## src/rtl/counter_pkg.sv

```systemverilog
// counter_pkg: shared mode encoding and default interval lengths for the
// programmable interval timer.
package counter_pkg;

  typedef enum logic [1:0] {
    IDLE  = 2'd0,
    SHORT = 2'd1,
    LONG  = 2'd2
  } cnt_mode_t;

  localparam int SHORT_CYCLES_DEF  = 16;
  localparam int LONG_CYCLES_DEF   = 64;
  localparam int ALMOST_CYCLES_DEF = 4;

endpackage : counter_pkg

```

## src/rtl/counter_if.sv

```systemverilog
// counter_if: request/status bundle between the sequencing FSM (master)
// and the interval timer (slave).
interface counter_if;

  logic i_short_counter;  // level request for a short interval
  logic i_long_counter;   // level request for a long interval
  logic done_counter;     // terminal cycle of the active interval
  logic almost_done;      // cycles just before the terminal cycle
  logic done_FSM;         // registered one-cycle acknowledge

  modport master (
    output i_short_counter,
    output i_long_counter,
    input  done_counter,
    input  almost_done,
    input  done_FSM
  );

  modport slave (
    input  i_short_counter,
    input  i_long_counter,
    output done_counter,
    output almost_done,
    output done_FSM
  );

endinterface : counter_if

```

## src/rtl/counter_mode_fsm.sv

```systemverilog
// counter_mode_fsm: picks the active interval mode from the two level
// requests (short wins over long) and flags every edge on which the mode
// changes so the count register can restart from zero.
module counter_mode_fsm
  import counter_pkg::*;
(
  input  logic      clk,
  input  logic      rst_n,
  input  logic      i_short,
  input  logic      i_long,
  output cnt_mode_t o_mode,
  output logic      o_restart
);

  localparam logic [1:0] ST_IDLE  = IDLE;
  localparam logic [1:0] ST_SHORT = SHORT;
  localparam logic [1:0] ST_LONG  = LONG;

  logic [1:0] r_mode;
  logic [1:0] w_next_mode;

  // Next-mode selection with short-interval priority.
  // NOTE: every signal driven in always_comb gets a default first, so no
  // path through the block can leave it unassigned and infer a latch.
  always_comb begin
    w_next_mode = ST_IDLE;
    if (i_short)     w_next_mode = ST_SHORT;
    else if (i_long) w_next_mode = ST_LONG;
  end

  // Mode register.
  // NOTE: sequential state uses non-blocking assignments so every flop
  // samples pre-edge values regardless of block ordering.
  always_ff @(posedge clk or negedge rst_n) begin
    if (!rst_n) r_mode <= ST_IDLE;
    else        r_mode <= w_next_mode;
  end

  assign o_mode    = cnt_mode_t'(r_mode);
  assign o_restart = (w_next_mode != r_mode);

endmodule : counter_mode_fsm

```

## src/rtl/counter.sv

```systemverilog
// counter: programmable interval timer. Counts clock cycles while a short
// or long request is held, auto-reloading at the end of each interval.
// done_counter marks the terminal cycle, done_FSM is its registered copy.
// Optional feature: define COUNTER_ALMOST_DONE_EN to generate almost_done;
// otherwise almost_done is tied low and its compare is not built.
module counter
  import counter_pkg::*;
#(
  parameter int SHORT_CYCLES  = SHORT_CYCLES_DEF,
  parameter int LONG_CYCLES   = LONG_CYCLES_DEF,
  parameter int ALMOST_CYCLES = ALMOST_CYCLES_DEF,
  parameter int CNT_W         = $clog2(LONG_CYCLES)
) (
  input  logic      clk,
  input  logic      rst_n,
  counter_if.slave  bus
);

  localparam logic [CNT_W-1:0] SHORT_LAST = CNT_W'(SHORT_CYCLES - 1);
  localparam logic [CNT_W-1:0] LONG_LAST  = CNT_W'(LONG_CYCLES - 1);

  cnt_mode_t        w_mode;
  logic             w_restart;
  logic [CNT_W-1:0] w_limit_m1;
  logic             w_active;
  logic             w_done;
  logic [CNT_W-1:0] r_cnt;
  logic             r_done_fsm;

  counter_mode_fsm u_mode_fsm (
    .clk       (clk),
    .rst_n     (rst_n),
    .i_short   (bus.i_short_counter),
    .i_long    (bus.i_long_counter),
    .o_mode    (w_mode),
    .o_restart (w_restart)
  );

  // Terminal count for the current mode; IDLE reuses the short value but
  // is masked by w_active everywhere it matters.
  always_comb begin
    w_limit_m1 = SHORT_LAST;
    case (w_mode)
      LONG:    w_limit_m1 = LONG_LAST;
      default: w_limit_m1 = SHORT_LAST;
    endcase
  end

  assign w_active = (w_mode != IDLE);
  assign w_done   = w_active && (r_cnt == w_limit_m1);

  // Count register: restart on mode change, hold at zero in IDLE, wrap
  // (auto-reload) after the terminal cycle, otherwise increment.
  always_ff @(posedge clk or negedge rst_n) begin
    if (!rst_n)
      r_cnt <= '0;
    else if (w_restart || !w_active || (r_cnt == w_limit_m1))
      r_cnt <= '0;
    else
      r_cnt <= r_cnt + CNT_W'(1);
  end

  // Acknowledge flop: a pure one-cycle-delayed copy of done_counter.
  always_ff @(posedge clk or negedge rst_n) begin
    if (!rst_n) r_done_fsm <= 1'b0;
    else        r_done_fsm <= w_done;
  end

  assign bus.done_counter = w_done;
  assign bus.done_FSM     = r_done_fsm;

`ifdef COUNTER_ALMOST_DONE_EN
  logic [CNT_W-1:0] w_almost_lo;

  // Lower edge of the almost window; ALMOST_CYCLES < SHORT_CYCLES-1 keeps
  // this from underflowing in either mode.
  assign w_almost_lo     = w_limit_m1 - CNT_W'(ALMOST_CYCLES);
  assign bus.almost_done = w_active && (r_cnt >= w_almost_lo) && (r_cnt < w_limit_m1);
`else
  assign bus.almost_done = 1'b0;
`endif

endmodule : counter

```

## src/flat_wrapper.sv

```systemverilog
// flat-port wrapper written by rule: the top's interface ports become plain ports
module counter_flat import counter_pkg::*;
#(
  parameter int SHORT_CYCLES  = SHORT_CYCLES_DEF,
  parameter int LONG_CYCLES   = LONG_CYCLES_DEF,
  parameter int ALMOST_CYCLES = ALMOST_CYCLES_DEF,
  parameter int CNT_W         = $clog2(LONG_CYCLES)
)
  (clk, rst_n, bus_i_short_counter, bus_i_long_counter, bus_done_counter, bus_almost_done, bus_done_FSM);
  counter_if bus_i ();
  input  logic clk;
  input  logic rst_n;
  input wire logic [$bits(bus_i.i_short_counter)-1:0] bus_i_short_counter;
  input wire logic [$bits(bus_i.i_long_counter)-1:0] bus_i_long_counter;
  output wire logic [$bits(bus_i.done_counter)-1:0] bus_done_counter;
  output wire logic [$bits(bus_i.almost_done)-1:0] bus_almost_done;
  output wire logic [$bits(bus_i.done_FSM)-1:0] bus_done_FSM;
  assign bus_i.i_short_counter = bus_i_short_counter;
  assign bus_i.i_long_counter = bus_i_long_counter;
  assign bus_done_counter = bus_i.done_counter;
  assign bus_almost_done = bus_i.almost_done;
  assign bus_done_FSM = bus_i.done_FSM;
  counter #(.SHORT_CYCLES(SHORT_CYCLES), .LONG_CYCLES(LONG_CYCLES), .ALMOST_CYCLES(ALMOST_CYCLES), .CNT_W(CNT_W)) u_core (.clk(clk), .rst_n(rst_n), .bus(bus_i));
endmodule
```

## config.mk

```make
export PLATFORM = sky130hd
export DESIGN_NAME = counter_flat
export DESIGN_NICKNAME = d
export VERILOG_FILES = /design/src/rtl/counter_pkg.sv /design/src/rtl/counter_if.sv /design/src/rtl/counter_mode_fsm.sv /design/src/rtl/counter.sv /design/src/flat_wrapper.sv
export SDC_FILE = /design/constraint.sdc
export NUM_CORES = 1
export LEC_CHECK = 0
export CORE_UTILIZATION = 25
export CTS_CLUSTER_DIAMETER = 30
export DETAILED_ROUTE_END_ITERATION = 6
export PLACE_DENSITY_LB_ADDON = 0.3
export SLEW_MARGIN = 15
export SYNTH_ARGS = -nofsm -noshare
export SYNTH_HDL_FRONTEND = slang
export SYNTH_HIERARCHICAL = 1
export SYNTH_SLANG_ARGS = --single-unit
```

## constraint.sdc

```tcl
create_clock -name clk -period 1.6 [get_ports clk]
set_input_delay 0.16 -clock clk [delete_from_list [all_inputs] [get_ports clk]]
set_output_delay 0.16 -clock clk [all_outputs]
set_load 0.005 [all_outputs]
```

Word-level counts from Yosys, hierarchy flattened
Index checks and enable logic that the tools add are counted.
Storage, ports and cells
  logic and storage cells: 16
  register bits: 9
  output and inout port bits: 3
  memories kept: 0
  latch bits: 0
  bits in writable memories: 0
  memory bits (read-only): 0
Operators by class
  mux-type cells: 4
  shift-type cells: 0
  add/sub/neg operators: 1
  reduce and logical (&&, ||, !) cells: 5
  eq/ne operators: 3
  bitwise gates (word level): 0
  $mul: 0
  order comparisons: 0
  divide/modulo/power cells: 0
Operator list (count)
  6-bit two-way mux: 2
  6-bit by 1-bit adder with 6-bit output (second input constant): 1
  6-bit == test: 1
  2-bit two-way mux: 2
  2-bit == test (second input constant): 1
  1-bit logical OR: 2
  2-bit != test: 1
  2-bit nonzero test: 1
  1-bit logical AND: 1
  1-bit logical NOT: 1

Logic depth before layout (Yosys ltp)
  word-level depth: 6
  mapped depth: 5

Cells and area by module
Netlist, hierarchy kept.
Modules (own cells, without submodules)
  counter: instances 1, cells an instance 33, area an instance 374.1 um^2
  counter_mode_fsm: instances 1, cells an instance 7, area an instance 91.3 um^2

Worst setup path before layout
No wires, ideal clock.
  path type: register to output
  start point: register u_core.r_cnt[4]
  end point: output bus_done_counter
  data arrival time: 1086 ps
  setup slack: 354 ps
  cell stages (with the launch flop): 4
  data required time: 1440 ps
  buffers on the path: 0
  path through: dfrtp_1 > or2_2 > mux2i_4 > o211a_1
On the way
  longest elaborated chain between the ends: 2
RTL lines
  start: declaration: line counter.sv:27  | logic [CNT_W-1:0] r_cnt;
  start signal: assignment: line counter.sv:60  | r_cnt <= r_cnt + CNT_W'(1);
  6-bit == test: line counter.sv:50  | assign w_done = w_active && (r_cnt == w_limit_m1);
  1-bit logical AND: line counter.sv:50
  end: declaration: line flat_wrapper.sv:15  | output wire logic [$bits(bus_i.done_counter)-1:0] bus_done_counter;
Every way passes these cells.

Worst setup path in the final report
  start point: register u_core.r_cnt[5]
  end point: output bus_done_counter
The elaborated chain is that of the path after synthesis.

==> reports/qor.txt <==
RSZ-0062 raised after global routing - false
Final ANT Viol Nets - 0
library cells used by synthesis - 27
ys async rst share - 100%
sw power - 0.107 mW
Cells after Synth - 40
Peak VDD IR - 0.414 mV
largest net degree at the start of global routing - 10
CP max stage cell - dfrtp_1
syn_nets - 45
Core Region - 1730 µm²
Avg WL per Cell - 11.1 µm
H-tree levels - 1
P_leak - 0.281 nW
clock slew at reported path FFs - 0.06 ns
Synth Register Bits - 9
fin area - 637 µm²
M1 WL - 390 µm
I/O Pins - 7
Synth Warn # - 6
detailed-routed wire length on met3 - 75 µm
startpoint types - register
DP HPWL - 680 µm
Setup-failing EPs final - 0
clock buffer depth - 2
delay-heaviest family, CP - flip-flops
die area - 2040 µm²
IO Port Bufs - 5
fin cells - 80
DR DRC count - 0
CTS sink count - 9
GR Overflow Total - 0
CP Cell Sequence - or2_4, mux2i_4, o211a_1, buf_2
status - finished clean
placed cells - 75
Pre-antenna DRT Iters - 2
setup_tns - 0 ns
Placed Area - 587 µm²
sequential element share of the synthesized area - 48.4%
clock insertion delay at the later pin of the skew report - 0.26 ns
cts hold-fix bufs - 0
via-per-instance ratio - 4.29
clk_skew - 0.00180 ns
share of layout cells above drive strength 1 - 40.0%
Post-synth EDFFs - 0
Critical Path AT - 1.33 ns
top routing layer in use - met4
antenna cell count - 0
Worst EP required - 1.44 ns
Power per Cell Area - 726 nW/µm²
Post-Route WL - 886 µm
vias post-DR - 343
vias in the first global route - 322
die span in x - 45.2 µm
Mean Syn Cell Area - 11.6 µm²
CTS Buf Count - 3
first-pass GRT wire length - 1.41 mm
clk root buf - clkbuf_4
max cap viols - 0
met2 WL post-DR - 410 µm
cell area after synthesis - 465 µm²
antenna violations before repair - 0
Tcrit/Tclk final - 93.3%
Critical Path Stages - 4
dominant synthesized flop cell - dfrtp_1
Combinational Power Share - 10.7%
Syn-to-layout area delta - 36.8%
post-layout minimum cycle time - 1.49 ns
part of the power in registers - 51.2%
row cnt - 15
fmax - 670 MHz
DR iter-0 viols - 5
CTS tree - done
clock share of power - 38.1%
FF-to-FF path depth - 5
Worst Hold Class - in2async
Nets - 61
Max stage delay on crit path - 0.38 ns
gpl congestion - 0.722
Die Ht - 45.2 µm
CP bufs+invs - 1
kind of critical path - reg2out
total track usage - 10.6%
Crit. End Element - primary output
Starting Density - 27.0%
P_int - 0.356 mW
Sw Ratio - 23.0%
Hold Vio Cnt, Final - 0
Final Slew Violations - 0
Filler Cell Count - 189
CP max FO - 2
-- synth_stat cells (2+ instances only) --
| cell type | count | share of area (%) |
|---|---|---|
| nand2b_1 | 2 | 2.7 |
| dfrtp_1 | 9 | 48 |
| a211oi_1 | 4 | 6.5 |
| nand2_1 | 2 | 1.6 |
-- final timing paths --
| path | start | endpoint | slack (ns) |
|---|---|---|---|
| min in group clk | bus_i_short_counter | u_core/u_mode_fsm/o_mode[0] | 0.42 |
| worst min-delay path | rst_n | u_core/r_cnt[3] | 0.19 |
| worst max register to register | u_core/u_mode_fsm/o_mode[1] | u_core/r_cnt[3] | 0.14 |
| worst max-delay path | u_core/r_cnt[5] | bus_done_counter | 0.11 |
| worst min register to register | u_core/r_cnt[0] | u_core/r_cnt[0] | 0.56 |
| max in group asynchronous | rst_n | u_core/r_cnt[5] | 1.12 |
-- flip-flops by register name, indices dropped and copies added, names as in the netlist --
signal                    count
u_core/r_cnt                  6
u_core/u_mode_fsm/o_mode      2
u_core/bus.done_FSM           1
-- cells by family after synthesis --
group	after synthesis	share of synthesized area [%]
buffers and inverters	3	3.49
XOR/XNOR	2	3.76
AO/OA/AOI/OAI	9	15.6
flip-flops	9	48.4
AND/OR/NAND/NOR	14	20.4
adder cells (fa/ha/maj)	1	2.69
multiplexers	1	4.84
other	1	0.806
-- per-layer routing --
| metal | vias up | global-route usage (%) |
|---|---|---|
| li1 | 172 | - |
| met1 | 159 | 12.9 |
| met2 | 10 | 14.2 |
| met3 | 2 | 8.00 |
| met4 | 0 | 3.64 |
| met5 | - | 0 |
-- metrics by stage --
step / util (%) / hold slack (ns) / setup slack (ns) / power (mW)
2_1_floorplan: - / -0.136 / 0.354 / 0.262
3_3_place_gp: 34.0 / 0.493 / -0.0250 / 0.286
3_5_place_dp: 34.0 / 0.488 / -0.0431 / 0.285
4_1_cts: 35.7 / 0.198 / 0.00863 / 0.468
5_1_grt: 36.9 / 0.211 / 0.00240 / 0.492
6_report: 36.9 / 0.190 / 0.107 / 0.462
-- power groups by stage --
| stage | logic [mW] | clock network, mW | registers (mW) |
|---|---|---|---|
| global route | 0.0546 | 0.200 | 0.237 |
| global placement | 0.0458 | 0 | 0.240 |
| floorplan | 0.0200 | 0 | 0.242 |
| detailed placement | 0.0454 | 0 | 0.240 |
| finish | 0.0496 | 0.176 | 0.237 |
| CTS | 0.0455 | 0.186 | 0.236 |
-- worst register-to-register path: stages, from the launching register on --
cell and delay [ns]:
dfrtp_1 0.40, buf_4 0.16, nor4_1 0.27, nor3_1 0.07
o21bai_2 0.25, a211oi_1 0.21
-- cell usage in the layout, fill, tap and decap left out, types with 2 or more instances in the layout --
| cell type | instances |
|---|---|
| dfrtp_1 | 9 |
| clkdlybuf4s50_1 | 4 |
| nand2_1 | 2 |
| a211oi_1 | 3 |
| buf_4 | 8 |
| clkbuf_4 | 3 |
-- timing repair --
item                       CTS  global route
buffers inserted             0             1
pin swaps                    1             2
setup endpoints to repair    1             3
resized for setup            4             5
-- final cells by class --
type	instances	area [µm²]	share of cell area (%)
Multi-Input combinational cell	28	245	38.5
Sequential cell	9	225	35.4
Timing Repair Buffer	13	105	16.5
Tap cell	25	31.3	4.91
Clock buffer	4	26.3	4.13
Inverter	1	3.75	0.589
Power figures use the tool's default switching activity.
